**src/rtl/pipeline_stage_reg.sv**
```systemverilog
// Inter-stage pipeline register with a valid/ready handshake, hold, flush and an optional skid entry.
// Also counts stalled cycles with a saturating counter for hazard-unit tuning.
module pipeline_stage_reg #(
    parameter int                DATA_W    = 64,
    parameter logic [DATA_W-1:0] NOP_VALUE = '0,
    parameter int                SKID_EN   = 1,
    parameter int                CNT_W     = 16
) (
    input  logic              clk,
    input  logic              rst,
    input  logic              in_valid,
    output logic              in_ready,
    input  logic [DATA_W-1:0] in_data,
    output logic              out_valid,
    input  logic              out_ready,
    output logic [DATA_W-1:0] out_data,
    input  logic              hold,
    input  logic              flush,
    input  logic              clr_cnt,
    output logic [CNT_W-1:0]  stall_cnt
);

    typedef enum logic [1:0] {
        EMPTY = 2'd0,
        FULL  = 2'd1,
        SKID  = 2'd2
    } state_t;

    localparam logic [CNT_W-1:0] CNT_MAX = {CNT_W{1'b1}};

    state_t            state;
    logic [DATA_W-1:0] main_q;
    logic [DATA_W-1:0] skid_q;
    logic              push;
    logic              pop;

    assign out_valid = (state != EMPTY);
    assign out_data  = out_valid ? main_q : NOP_VALUE;
    assign pop       = out_valid & out_ready & ~hold;
    assign push      = in_valid & in_ready;

    // With the skid entry, in_ready depends on registered state only, which keeps
    // out_ready/hold off the upstream timing path.
    always_comb begin
        in_ready = 1'b0;
        if (SKID_EN != 0)
            in_ready = (state != SKID) & ~rst;
        else
            in_ready = (~out_valid | pop) & ~rst;
    end

    // NOTE: sequential state uses non-blocking assignments so every register samples
    // pre-edge values; flush is checked before the handshake so it always wins.
    always_ff @(posedge clk or posedge rst) begin
        if (rst) begin
            state  <= EMPTY;
            main_q <= NOP_VALUE;
            skid_q <= NOP_VALUE;
        end else if (flush) begin
            state  <= EMPTY;
            main_q <= NOP_VALUE;
            skid_q <= NOP_VALUE;
        end else begin
            case (state)
                EMPTY: begin
                    if (push) begin
                        main_q <= in_data;
                        state  <= FULL;
                    end
                end
                FULL: begin
                    if (push && pop) begin
                        main_q <= in_data;
                    end else if (push) begin
                        // Only reachable with the skid entry: single-entry mode needs a pop to push.
                        skid_q <= in_data;
                        state  <= SKID;
                    end else if (pop) begin
                        main_q <= NOP_VALUE;
                        state  <= EMPTY;
                    end
                end
                SKID: begin
                    if (pop) begin
                        main_q <= skid_q;
                        skid_q <= NOP_VALUE;
                        state  <= FULL;
                    end
                end
                default: begin
                    state  <= EMPTY;
                    main_q <= NOP_VALUE;
                    skid_q <= NOP_VALUE;
                end
            endcase
        end
    end

    // Stall counter ignores flush; clear beats increment, and it sticks at the maximum.
    always_ff @(posedge clk or posedge rst) begin
        if (rst)
            stall_cnt <= '0;
        else if (clr_cnt)
            stall_cnt <= '0;
        else if (out_valid && !pop && (stall_cnt != CNT_MAX))
            stall_cnt <= stall_cnt + CNT_W'(1);
    end

endmodule

```
**config.mk**
```make
export PLATFORM = sky130hd
export DESIGN_NAME = pipeline_stage_reg
export DESIGN_NICKNAME = d
export VERILOG_FILES = /design/src/rtl/pipeline_stage_reg.sv
export SDC_FILE = /design/constraint.sdc
export NUM_CORES = 1
export LEC_CHECK = 0
export CAP_MARGIN = 20
export CORE_MARGIN = 1.5
export CORE_UTILIZATION = 25
export DETAILED_ROUTE_END_ITERATION = 8
export GPL_TIMING_DRIVEN = 0
export SLEW_MARGIN = 5
export SYNTH_ARGS = -nofsm -noshare
export SYNTH_HDL_FRONTEND = slang
export SYNTH_SLANG_ARGS = --single-unit
```
**constraint.sdc**
```tcl
create_clock -name clk -period 13.7 [get_ports clk]
set_input_delay 2.055 -clock clk [delete_from_list [all_inputs] [get_ports clk]]
set_output_delay 2.055 -clock clk [all_outputs]
set_load 0.03 [all_outputs]
```
==> metrics <==
status complete, no violations; Min-Delay Path Depth 1; most frequent cell after synthesis dfrtp_1; CP required 11.64 ns; Worst Path Arrival 3.43 ns; Final Hold Slack 0.480 ns; final core occ 34.9%; total power 1.05 mW; Comb power frac 12.1%; list of most frequent post-synthesis cells 146 x dfrtp_1, 71 x nand2_1, 66 x and2_1, 65 x inv_1, 65 x o2bb2ai_1; vias per cell 4.62; post-place setup slack 8.19 ns; critical path fanouts, max 4; placed cell count 1224; net load switching power 288 uW; Post-route DRC 0; Post-synth EDFFs 0; final WL 21100 um; Slew @ Worst Pin 0.849 ns; Synth Instances 693; skew final 0.0118 ns; Worst-Skew Late Latency 0.43 ns; Die Span X 172 um; vias in the first global route 5989; synth warn 0; Leakage 4.18 nW; CTS tree yes; fill count 2834; WL/cell 16.8 um; Crit Reg-Reg Startpoint stall_cnt[0]; Worst Hold Class reg2reg; setup ws final 8.22 ns; CP max-delay cell clkdlybuf4s50_1; RSZ-0062 raised after global routing false; layout cell share with drive strength beyond 1 7.86%; critical path, cell by cell clkdlybuf4s50_1, nor2_1, clkdlybuf4s50_1; GRT overflow 0; via count 5801; Top FF cell, synth dfrtp_1; Net count, final 937; hold_buf cts 0; Clock power frac 44.2%; Synth async-reset ratio 100%; Num CTS Buffers 17; GP Congestion 0.777; Slew headroom 43.4%; Sw Share 27.5%; reg2reg setup slack 11.57 ns; post-DP HPWL 14200 um; cell taking the most area after synthesis dfrtp_1; reg2reg path depth 6; syn avg cell area 10.3 sq um; final max-slew violation count 0; Die Footprint 0.0297 sq mm; register area share after synthesis 50.9%; Cell Int Power 759 uW; WHS Endpoint main_q[24]; non-filler cells, final 1256; buffer count from post-CTS setup fixing 0; placed cell area 0.00920 sq mm; CTS sink cnt 146; input/output buffers 152; WS Path Type in2out; largest net degree at the start of global routing 110; final setup fails 0; Critical Path Most Common Cell clkdlybuf4s50_1; Crit. End Element output port; syn nets 765; clock tree buffer depth 2; Worst R2R End stall_cnt[11]; Total GRT Usage 14.8%; CP top delay family buffers and inverters; final setup TNS 0 ns; first-pass GRT wire length 33300 um; die span in y 172 um; register share of total power 43.6%; Worst Path Buf+Inv 2; first drt pass iteration count 4; Synth top area share 50.9%; Routed Antenna Nets 0; hold wc startpoint main_q[24]; Max Cap Viol 0; top cells by area, synth dfrtp_1 51%, mux2i_1 8.9%, o2bb2ai_1 7.9%; n_diodes 0; post_cts resized 0; Synth Cell Area 0.00717 sq mm; initial antenna violation count 1; crit-path max cell delay 0.68 ns; row count 61; Design Area, Final 0.00977 sq mm; H-tree levels 4; Starting Density 25.6%; final count of hold timing violations 0; Fmax 0.182 GHz; post-layout min period 5.48 ns; CTS clk-pin slew, worst paths 0.07 ns; Layout area overhead 36.3%; Pwr per Cell Area 107 mW/mm^2; Worst VDD drop 0.0759 mV; Core Area 0.0280 sq mm; Clock Tree Root clkbuf_16; 1st-iter DRT viols 375; I/O pins 153; Yosys cell types 38; critical path launch point type primary input; synthesis-stage register bit count 146; Final period util 40.0%
[worst max path at each step]
stage / startpoint / endpoint / slack [ns] / cells past startpoint
after CTS: rst / in_ready / 8.19 / 3
final: rst / in_ready / 8.22 / 3
after detailed placement: rst / in_ready / 8.19 / 3
after floorplan: rst / skid_q[0] / 7.48 / 6
after global placement: rst / skid_q[30] / 5.09 / 7
after global routing: rst / in_ready / 8.18 / 3
[cell type report]
| class | instances | area (sq um) | area share [%] |
|---|---|---|---|
| Sequential cell | 146 | 3650 | 37.4 |
| Multi-Input combinational cell | 426 | 3010 | 30.8 |
| Timing Repair Buffer | 153 | 1550 | 15.9 |
| Tap cell | 378 | 473 | 4.84 |
| Clock buffer | 19 | 443 | 4.53 |
| Buffer | 55 | 264 | 2.70 |
| Inverter | 66 | 255 | 2.61 |
| Clock inverter | 13 | 128 | 1.31 |
[logic make-up after synthesis]
logic type	share of synthesized area (%)
compound gates	17.0
xor+xnor	0.122
fa+ha+maj	0.174
buf+inv	7.14
flops	50.9
mux	9.87
simple gates	14.7
[layer usage]
| metal | share of wire [%] | vias up | track usage, % |
|---|---|---|---|
| li1 | - | 2769 | - |
| met5 | 0 | - | 0 |
| met3 | 3.8 | 19 | 3.18 |
| met4 | 1.2 | 0 | 3.89 |
| met1 | 48 | 2883 | 19.9 |
| met2 | 47 | 130 | 23.9 |
[cell usage in the layout (no fill, tap or decap), drive strengths merged]
master           n
nor2b            9
a31oi            1
o31ai            7
or4              6
nor2            12
and2            66
bufinv           1
clkbuf          48
o2bb2ai         65
nor3             2
and4             5
o21ai            3
nand2           71
nand4bb          1
dfrtp          146
xnor2            1
clkdlybuf4s50  152
a21oi           14
nand3            7
nor4b            3
nor4             2
o21bai           3
clkinvlp         3
inv             70
mux2             6
nand2b           2
or3              3
ha               1
nand4            3
clkinv           5
buf             27
nor3b            1
and3             4
a22oi           64
mux2i           64
[flip-flops by register name (all words and copies together), names as in the netlist]
| name | cells |
|---|---|
| skid_q | 64 |
| main_q | 64 |
| stall_cnt | 16 |
| state | 2 |
[worst reg2reg max path, delay by kind of cell, from the launching register on]
family | cells | cell delay (ns)
and+or+nand+nor | 3 | 0.79
DFF | 1 | 0.46
muxes | 1 | 0.38
adders and majority gates | 1 | 0.27
buffers and inverters | 1 | 0.13
[power by group through the flow]
| stage | Combinational [mW] | Clock [mW] | Sequential (mW) |
|---|---|---|---|
| 3_3_place_gp | 0.127 | 0 | 0.465 |
| 6_report | 0.127 | 0.463 | 0.457 |
| 3_5_place_dp | 0.130 | 0 | 0.465 |
| 4_1_cts | 0.130 | 0.477 | 0.457 |
| 2_1_floorplan | 0.0713 | 0 | 0.462 |
| 5_1_grt | 0.140 | 0.495 | 0.459 |
Power figures use the tool's default switching activity.
